## config.mk

```make
export PLATFORM = sky130hd
export DESIGN_NAME = addr_vec_fifo_flat
export DESIGN_NICKNAME = d
export VERILOG_FILES = /design/src/rtl/addr_vec_fifo_if.sv /design/src/rtl/addr_vec_fifo.sv /design/src/flat_wrapper.sv
export SDC_FILE = /design/constraint.sdc
export NUM_CORES = 1
export LEC_CHECK = 0
export CORE_MARGIN = 2
export CORE_UTILIZATION = 55
export CTS_CLUSTER_SIZE = 30
export DETAILED_ROUTE_END_ITERATION = 8
export PLACE_DENSITY = 0.81
export SLEW_MARGIN = 15
export SYNTH_ARGS = -nofsm -noshare
export SYNTH_HDL_FRONTEND = slang
export SYNTH_SLANG_ARGS = --single-unit
```

## constraint.sdc

```tcl
create_clock -name clk_i -period 5.1 [get_ports clk_i]
set_input_delay 1.02 -clock clk_i [delete_from_list [all_inputs] [get_ports clk_i]]
set_output_delay 1.02 -clock clk_i [all_outputs]
set_load 0.03 [all_outputs]
```

## src/rtl/addr_vec_fifo_if.sv

```systemverilog
`default_nettype none
// +----------------------------------------------------------------------------+
// | Module   : addr_vec_fifo_if                                                |
// | Brief    : Producer/consumer bundle for the multi-port address FIFO.       |
// | Revision : 1.0                                                             |
// +----------------------------------------------------------------------------+
interface addr_vec_fifo_if #(
  parameter int ADDR_WIDTH = 5,
  parameter int NUM_PORTS  = 16,
  parameter int FIFO_DEPTH = 16
);
  localparam int c_data_w = ADDR_WIDTH * NUM_PORTS;
  localparam int c_cnt_w  = $clog2(FIFO_DEPTH) + 1;

  logic                flush_i;
  logic                push_i;
  logic [c_data_w-1:0] addr_in_i;
  logic                pop_i;
  logic [c_data_w-1:0] addr_out_o;
  logic                valid_o;
  logic                empty_o;
  logic                full_o;
  logic                almost_full_o;
  logic                almost_empty_o;
  logic [c_cnt_w-1:0]  count_o;
  logic                overflow_o;
  logic                underflow_o;

  modport master (
    output flush_i, push_i, addr_in_i, pop_i,
    input  addr_out_o, valid_o, empty_o, full_o, almost_full_o,
    input  almost_empty_o, count_o, overflow_o, underflow_o
  );

  modport slave (
    input  flush_i, push_i, addr_in_i, pop_i,
    output addr_out_o, valid_o, empty_o, full_o, almost_full_o,
    output almost_empty_o, count_o, overflow_o, underflow_o
  );
endinterface
`default_nettype wire

```

## src/rtl/addr_vec_fifo.sv

```systemverilog
`default_nettype none
// +----------------------------------------------------------------------------+
// | Module   : addr_vec_fifo                                                   |
// | Brief    : FIFO of NUM_PORTS-wide address vectors, registered or FWFT out. |
// | Revision : 1.0                                                             |
// +----------------------------------------------------------------------------+
module addr_vec_fifo #(
  parameter int ADDR_WIDTH = 5,
  parameter int NUM_PORTS  = 16,
  parameter int FIFO_DEPTH = 16,
  parameter int FWFT       = 0,
  parameter int AF_THRESH  = FIFO_DEPTH - 2,
  parameter int AE_THRESH  = 1
) (
  input  logic            clk_i,
  input  logic            rst_ni,
  addr_vec_fifo_if.slave  bus
);
  localparam int c_data_w = ADDR_WIDTH * NUM_PORTS;
  localparam int c_ptr_w  = $clog2(FIFO_DEPTH);
  localparam int c_cnt_w  = c_ptr_w + 1;

  localparam logic [c_cnt_w-1:0] c_depth = c_cnt_w'(FIFO_DEPTH);
  localparam logic [c_cnt_w-1:0] c_af    = c_cnt_w'(AF_THRESH);
  localparam logic [c_cnt_w-1:0] c_ae    = c_cnt_w'(AE_THRESH);

  logic [c_data_w-1:0] r_mem [FIFO_DEPTH];
  logic [c_ptr_w-1:0]  r_wr_ptr;
  logic [c_ptr_w-1:0]  r_rd_ptr;
  logic [c_cnt_w-1:0]  r_count;
  logic                r_overflow;
  logic                r_underflow;

  logic w_empty;
  logic w_full;
  logic w_pop_acc;
  logic w_push_acc;

  assign w_empty    = (r_count == '0);
  assign w_full     = (r_count == c_depth);
  assign w_pop_acc  = bus.pop_i & ~w_empty;
  // A pop in the same cycle frees a slot, so a full FIFO still takes the push.
  assign w_push_acc = bus.push_i & (~w_full | w_pop_acc);

  // Storage is deliberately left out of reset and flush.
  always_ff @(posedge clk_i) begin
    if (w_push_acc && !bus.flush_i) begin
      r_mem[r_wr_ptr] <= bus.addr_in_i;
    end
  end

  always_ff @(posedge clk_i or negedge rst_ni) begin
    if (!rst_ni) begin
      r_wr_ptr    <= '0;
      r_rd_ptr    <= '0;
      r_count     <= '0;
      r_overflow  <= 1'b0;
      r_underflow <= 1'b0;
    end else if (bus.flush_i) begin
      r_wr_ptr    <= '0;
      r_rd_ptr    <= '0;
      r_count     <= '0;
      r_overflow  <= 1'b0;
      r_underflow <= 1'b0;
    end else begin
      if (w_push_acc) begin
        r_wr_ptr <= r_wr_ptr + c_ptr_w'(1);
      end
      if (w_pop_acc) begin
        r_rd_ptr <= r_rd_ptr + c_ptr_w'(1);
      end
      case ({w_push_acc, w_pop_acc})
        2'b10:   r_count <= r_count + c_cnt_w'(1);
        2'b01:   r_count <= r_count - c_cnt_w'(1);
        default: r_count <= r_count;
      endcase
      if (bus.push_i && !w_push_acc) begin
        r_overflow <= 1'b1;
      end
      if (bus.pop_i && !w_pop_acc) begin
        r_underflow <= 1'b1;
      end
    end
  end

  generate
    if (FWFT != 0) begin : g_fwft
      // Head entry is presented as soon as the FIFO is non-empty.
      assign bus.addr_out_o = w_empty ? '0 : r_mem[r_rd_ptr];
      assign bus.valid_o    = ~w_empty;
    end else begin : g_reg
      logic [c_data_w-1:0] r_addr_out;
      logic                r_valid;

      always_ff @(posedge clk_i or negedge rst_ni) begin
        if (!rst_ni) begin
          r_addr_out <= '0;
          r_valid    <= 1'b0;
        end else if (bus.flush_i) begin
          r_addr_out <= '0;
          r_valid    <= 1'b0;
        end else begin
          r_valid <= w_pop_acc;
          if (w_pop_acc) begin
            r_addr_out <= r_mem[r_rd_ptr];
          end
        end
      end

      assign bus.addr_out_o = r_addr_out;
      assign bus.valid_o    = r_valid;
    end
  endgenerate

  assign bus.empty_o        = w_empty;
  assign bus.full_o         = w_full;
  assign bus.almost_full_o  = (r_count >= c_af);
  assign bus.almost_empty_o = (r_count <= c_ae);
  assign bus.count_o        = r_count;
  assign bus.overflow_o     = r_overflow;
  assign bus.underflow_o    = r_underflow;

endmodule
`default_nettype wire

```

## src/flat_wrapper.sv

```systemverilog
// flat-port wrapper written by rule: the top's interface ports become plain ports
module addr_vec_fifo_flat 
#(
  parameter int ADDR_WIDTH = 5,
  parameter int NUM_PORTS  = 16,
  parameter int FIFO_DEPTH = 16,
  parameter int FWFT       = 0,
  parameter int AF_THRESH  = FIFO_DEPTH - 2,
  parameter int AE_THRESH  = 1
)
  (clk_i, rst_ni, bus_flush_i, bus_push_i, bus_addr_in_i, bus_pop_i, bus_addr_out_o, bus_valid_o, bus_empty_o, bus_full_o, bus_almost_full_o, bus_almost_empty_o, bus_count_o, bus_overflow_o, bus_underflow_o);
  addr_vec_fifo_if #(.ADDR_WIDTH(ADDR_WIDTH), .NUM_PORTS(NUM_PORTS), .FIFO_DEPTH(FIFO_DEPTH)) bus_i ();
  input  logic clk_i;
  input  logic rst_ni;
  input wire logic [$bits(bus_i.flush_i)-1:0] bus_flush_i;
  input wire logic [$bits(bus_i.push_i)-1:0] bus_push_i;
  input wire logic [$bits(bus_i.addr_in_i)-1:0] bus_addr_in_i;
  input wire logic [$bits(bus_i.pop_i)-1:0] bus_pop_i;
  output wire logic [$bits(bus_i.addr_out_o)-1:0] bus_addr_out_o;
  output wire logic [$bits(bus_i.valid_o)-1:0] bus_valid_o;
  output wire logic [$bits(bus_i.empty_o)-1:0] bus_empty_o;
  output wire logic [$bits(bus_i.full_o)-1:0] bus_full_o;
  output wire logic [$bits(bus_i.almost_full_o)-1:0] bus_almost_full_o;
  output wire logic [$bits(bus_i.almost_empty_o)-1:0] bus_almost_empty_o;
  output wire logic [$bits(bus_i.count_o)-1:0] bus_count_o;
  output wire logic [$bits(bus_i.overflow_o)-1:0] bus_overflow_o;
  output wire logic [$bits(bus_i.underflow_o)-1:0] bus_underflow_o;
  assign bus_i.flush_i = bus_flush_i;
  assign bus_i.push_i = bus_push_i;
  assign bus_i.addr_in_i = bus_addr_in_i;
  assign bus_i.pop_i = bus_pop_i;
  assign bus_addr_out_o = bus_i.addr_out_o;
  assign bus_valid_o = bus_i.valid_o;
  assign bus_empty_o = bus_i.empty_o;
  assign bus_full_o = bus_i.full_o;
  assign bus_almost_full_o = bus_i.almost_full_o;
  assign bus_almost_empty_o = bus_i.almost_empty_o;
  assign bus_count_o = bus_i.count_o;
  assign bus_overflow_o = bus_i.overflow_o;
  assign bus_underflow_o = bus_i.underflow_o;
  addr_vec_fifo #(.ADDR_WIDTH(ADDR_WIDTH), .NUM_PORTS(NUM_PORTS), .FIFO_DEPTH(FIFO_DEPTH), .FWFT(FWFT), .AF_THRESH(AF_THRESH), .AE_THRESH(AE_THRESH)) u_core (.clk_i(clk_i), .rst_ni(rst_ni), .bus(bus_i));
endmodule
```

==> results.md, run 1 <==
Worst setup path:
- The worst register-to-register path begins at u_core.bus.count_o[0].
- The signal arrival time at the worst endpoint is about 3300 ps.
- The launching element type of the critical path is a flip-flop.
- At the worst endpoint, the required time is approximately 4000 ps.
- The critical path is of the flip-flop to primary output type.
- The worst-path maximum fanout is 9.
- STA classifies the critical path endpoint as a primary output.
- Tracing the worst setup path back leads to its startpoint at u_core.bus.count_o[0].

Flow run:
- Across the run, the number of max-cap violations was 0.

Synth:
- Counting flops with a built-in enable in the synthesized netlist gives approximately 1.3k.
- The post-synth net total is 2,356.
- The sequential area share after synthesis is 78.25%.
- The mapped netlist covers ~52,000 um^2.
- The total of flip-flops plus latches after synthesis is 1,376.
- After synthesis, the share of flip-flops with an asynchronous set or reset is 6.977%.
- Counting distinct cell types in the post-synthesis netlist gives between 40 and 50.
- In the synthesized netlist the dominant register cell turns out to be edfxtp_1.
- The total number of yosys warnings is 0.
- After synthesis, the mean cell area works out to approximately 23 um^2.
- The gate count after technology mapping is 2,261.

Die:
- The floorplan die width is about 310 um.
- The I/O pin count is 177.
- The effective utilization at floorplan is 55.67%.
- The area of the core is roughly 94,000 um^2.
- The floorplan step set the die height to between 300 and 400 um.
- The die footprint is between 90,000 and 100,000 um^2.
- The count of standard-cell rows is roughly 110.

Clock network:
- The count of buffers added by post-CTS timing repair for setup is 0.
- Clock-pin slew was measured on the worst setup and hold paths at roughly 60 ps.
- The longest clock path from root to sink contains 3 buffers.
- Buffers inserted during clock tree synthesis total approximately 130.
- After clock tree synthesis, the flow added hold-fix buffers numbering 0.
- The clock reaches the later pin of the worst-skew pair after ~750 ps.
- The post-CTS resize count is 0.
- In this run the clock root is driven by a clkbuf_16.
- TritonCTS built the clock tree.
- The H-tree was split into 4 levels.
- The number of clock sinks seen by CTS is 1,376.

Global routing:
- The via count of the first global-routing pass is roughly 26k.
- The maximum number of pins on one net before global-route repair is 81.
- Across every metal layer, demand over resource in global routing totals 25.56%.
- For this run the aggregate overflow at the end of global routing stands at 0.
- The number of antenna violations at the first check in global routing is 7.
- The first global-routing pass estimated between 150 and 200 mm of wire.

Layout:
- The total of fill cells in the finished design is about 5.7k.
- The library cells used most frequently in the layout, excluding fill and tap cells, are edfxtp_1 (1,280), mux4_2 (320), clkdlybuf4s50_1 (175).
- The relative area change from synthesis to final layout is 14.95%.
- The most common cell after layout, fill and taps aside is edfxtp_1.
- The share of cells above drive strength 1 is roughly 26%.
- Summing all flip-flop and latch instances after layout gives 40,850 um^2.
- The area of the multi-input gates is 10,790 um^2.
- The net total in the final layout is roughly 2.6k.

STA:
- For the pin with the worst max-slew slack, the measured transition is roughly 1100 ps.
- The final cycle utilization of the critical path is 85.49%.
- Between clock sinks in the finished design, the worst skew comes to between 20 and 30 ps.
- The number of failing hold endpoints at the final stage is 0.
- In this run the tightest slew margin relative to its limit is approximately 27%.
- On the final layout, the worst hold slack is 313.2 ps.
- Setup repair after global routing left no endpoint under its margin.
- The number of max-slew violations in the final report is 0.
- Setup violations remaining at the end of the flow were counted as 0.
- The highest clock rate is around 230 MHz.
- Subtracting the final worst setup slack from the clock period gives approximately 4400 ps.
- The setup TNS is 0 ps.

Power and ir drop:
- IR analysis of the VDD net gives a maximum drop of roughly 0.00033 V.
- The leakage power summed over all cells is around 19 nW.
- Dividing total power by cell area gives a power density of ~460 nW/um^2.

Routing:
- Once detail routing completed, the nets flagged for antenna violations numbered 0.
- The average via count per standard cell is 6.544.
- The routed via count is 25.36k.
- The DRC violations left is 0.
- The first TritonRoute pass finished after 5 iterations.
- The routed design has about 120 mm of wire.
- The average wire per cell in the routed design is roughly 32 um.
- The detailed router finished its first iteration with ~3.2k violations.

Placed design:
- At the end of routability-driven placement, the weighted congestion stood at between 0.7 and 0.8.
- The final HPWL from detailed placement is 64.30 mm.
- Buffers placed on the I/O ports in this run total 176.

Worst hold path:
- The type of the worst min-delay path is input port to async pin.

Run status:
- The flow ran to the end, and the final reports show no timing, DRC or antenna violations.
-- registers in the layout (all words and copies together) (netlist names) --
signal,flops
u_core.bus.underflow_o,1
u_core.bus.overflow_o,1
u_core.bus.addr_out_o,80
u_core.bus.valid_o,1
u_core.r_wr_ptr,4
u_core.r_rd_ptr,4
u_core.bus.count_o,5
u_core.r_mem,1280
-- per-stage QoR --
stage	instances	setup slack (ps)	power [mW]	instance area, um^2	utilization (%)
after detailed placement	3628	707.8	18.16	55590	59.30
after global placement	3628	777.0	18.01	55590	59.30
after global routing	3874	646.3	28.61	59990	63.99
after CTS	3873	742.5	27.96	59980	63.98
final	3875	740.1	27.80	60000	63.99
after floorplan	2261	-690.7	16.47	52190	-
-- cell usage after synthesis (3+ instances only) --
| library cell | n | area, um^2 |
|---|---|---|
| a22oi_1 | 80 | 600.6 |
| buf_4 | 4 | 30.03 |
| o21ai_1 | 21 | 105.1 |
| buf_2 | 55 | 275.3 |
| nor2_1 | 30 | 112.6 |
| a31oi_1 | 4 | 25.02 |
| ha_1 | 10 | 125.1 |
| inv_1 | 10 | 37.54 |
| nand2_1 | 12 | 45.04 |
| mux4_2 | 320 | 7207 |
| edfxtp_1 | 1280 | 38440 |
| a311o_1 | 3 | 30.03 |
| clkbuf_2 | 8 | 40.04 |
| nand3_1 | 5 | 25.02 |
| buf_6 | 15 | 168.9 |
| nor3_1 | 3 | 15.01 |
| xor2_1 | 4 | 35.03 |
| mux2_2 | 82 | 923.4 |
| o21ai_0 | 62 | 310.3 |
| dfrtp_1 | 96 | 2402 |
| a21oi_1 | 4 | 20.02 |
| mux2i_1 | 82 | 820.8 |
| clkbuf_1 | 30 | 112.6 |
| buf_1 | 10 | 37.54 |
| xnor2_1 | 3 | 26.28 |
-- critical path: stages, from the launching register on --
cell and delay, ps:
dfrtp_1 480, inv_1 190, ha_1 230, or4b_1 600, inv_2 220, clkdlybuf4s50_1 870
-- cells by family (layout without fill, tap and decap cells) --
group           count (synthesis)  after routing  synth area share [%]
compound gates                182            182                 2.234
xor+xnor                        7              7                0.1175
fa+ha+maj                      10             10                0.2397
buf+inv                       133            491                 1.352
flops                        1376           1376                 78.25
mux                           484            484                 17.15
other cells                     0              2                     0
simple gates                   69             69                0.6545
-- path summary, 6_finish.rpt --
path	end	slack (ps)	depth (start not counted)
worst min-delay path	u_core.bus.addr_out_o[18]	310	1
worst max register to register	u_core.r_mem[4][3]	1650	7
min in group clk_i	u_core.bus.addr_out_o[3]	520	2
max in group asynchronous	u_core.bus.addr_out_o[60]	3730	2
worst max-delay path	bus_empty_o	740	5
worst min register to register	u_core.bus.addr_out_o[3]	520	2
-- routing by layer --
| metal | wire length, um | GRT usage, % | part of all wire, % |
|---|---|---|---|
| met2 | 63160 | 42.56 | 51 |
| met5 | 84 | 0 | 0.068 |
| met3 | 11570 | 6.058 | 9.4 |
| met4 | 3137 | 7.823 | 2.6 |
| met1 | 45010 | 33.93 | 37 |
-- power breakdown --
part	leakage (nW)	internal, mW	total (mW)	switching [mW]
clock network	2.13	5.62	9.84	4.22
registers	12.8	12.7	13.1	0.436
logic	3.58	2.30	4.87	2.58
total	18.5	20.6	27.8	7.23
-- cell type report --
cell class / instances / share of cell area, %
sequential: 1376 / 68.09
multi-input combinational: 752 / 17.98
clock buffer: 189 / 6.221
timing repair buffer: 235 / 3.921
tap: 1254 / 2.615
clock inverter: 56 / 1.095
inverter: 11 / 0.06882
antenna: 2 / 0.008342
Power figures use the tool's default switching activity.
==> run 2, diff against run 1 <==
CTS_CLUSTER_SIZE = 25   (was 30)
==> results of run 2 <==
Final layout, timing and power as in run 1 (identical DEF).
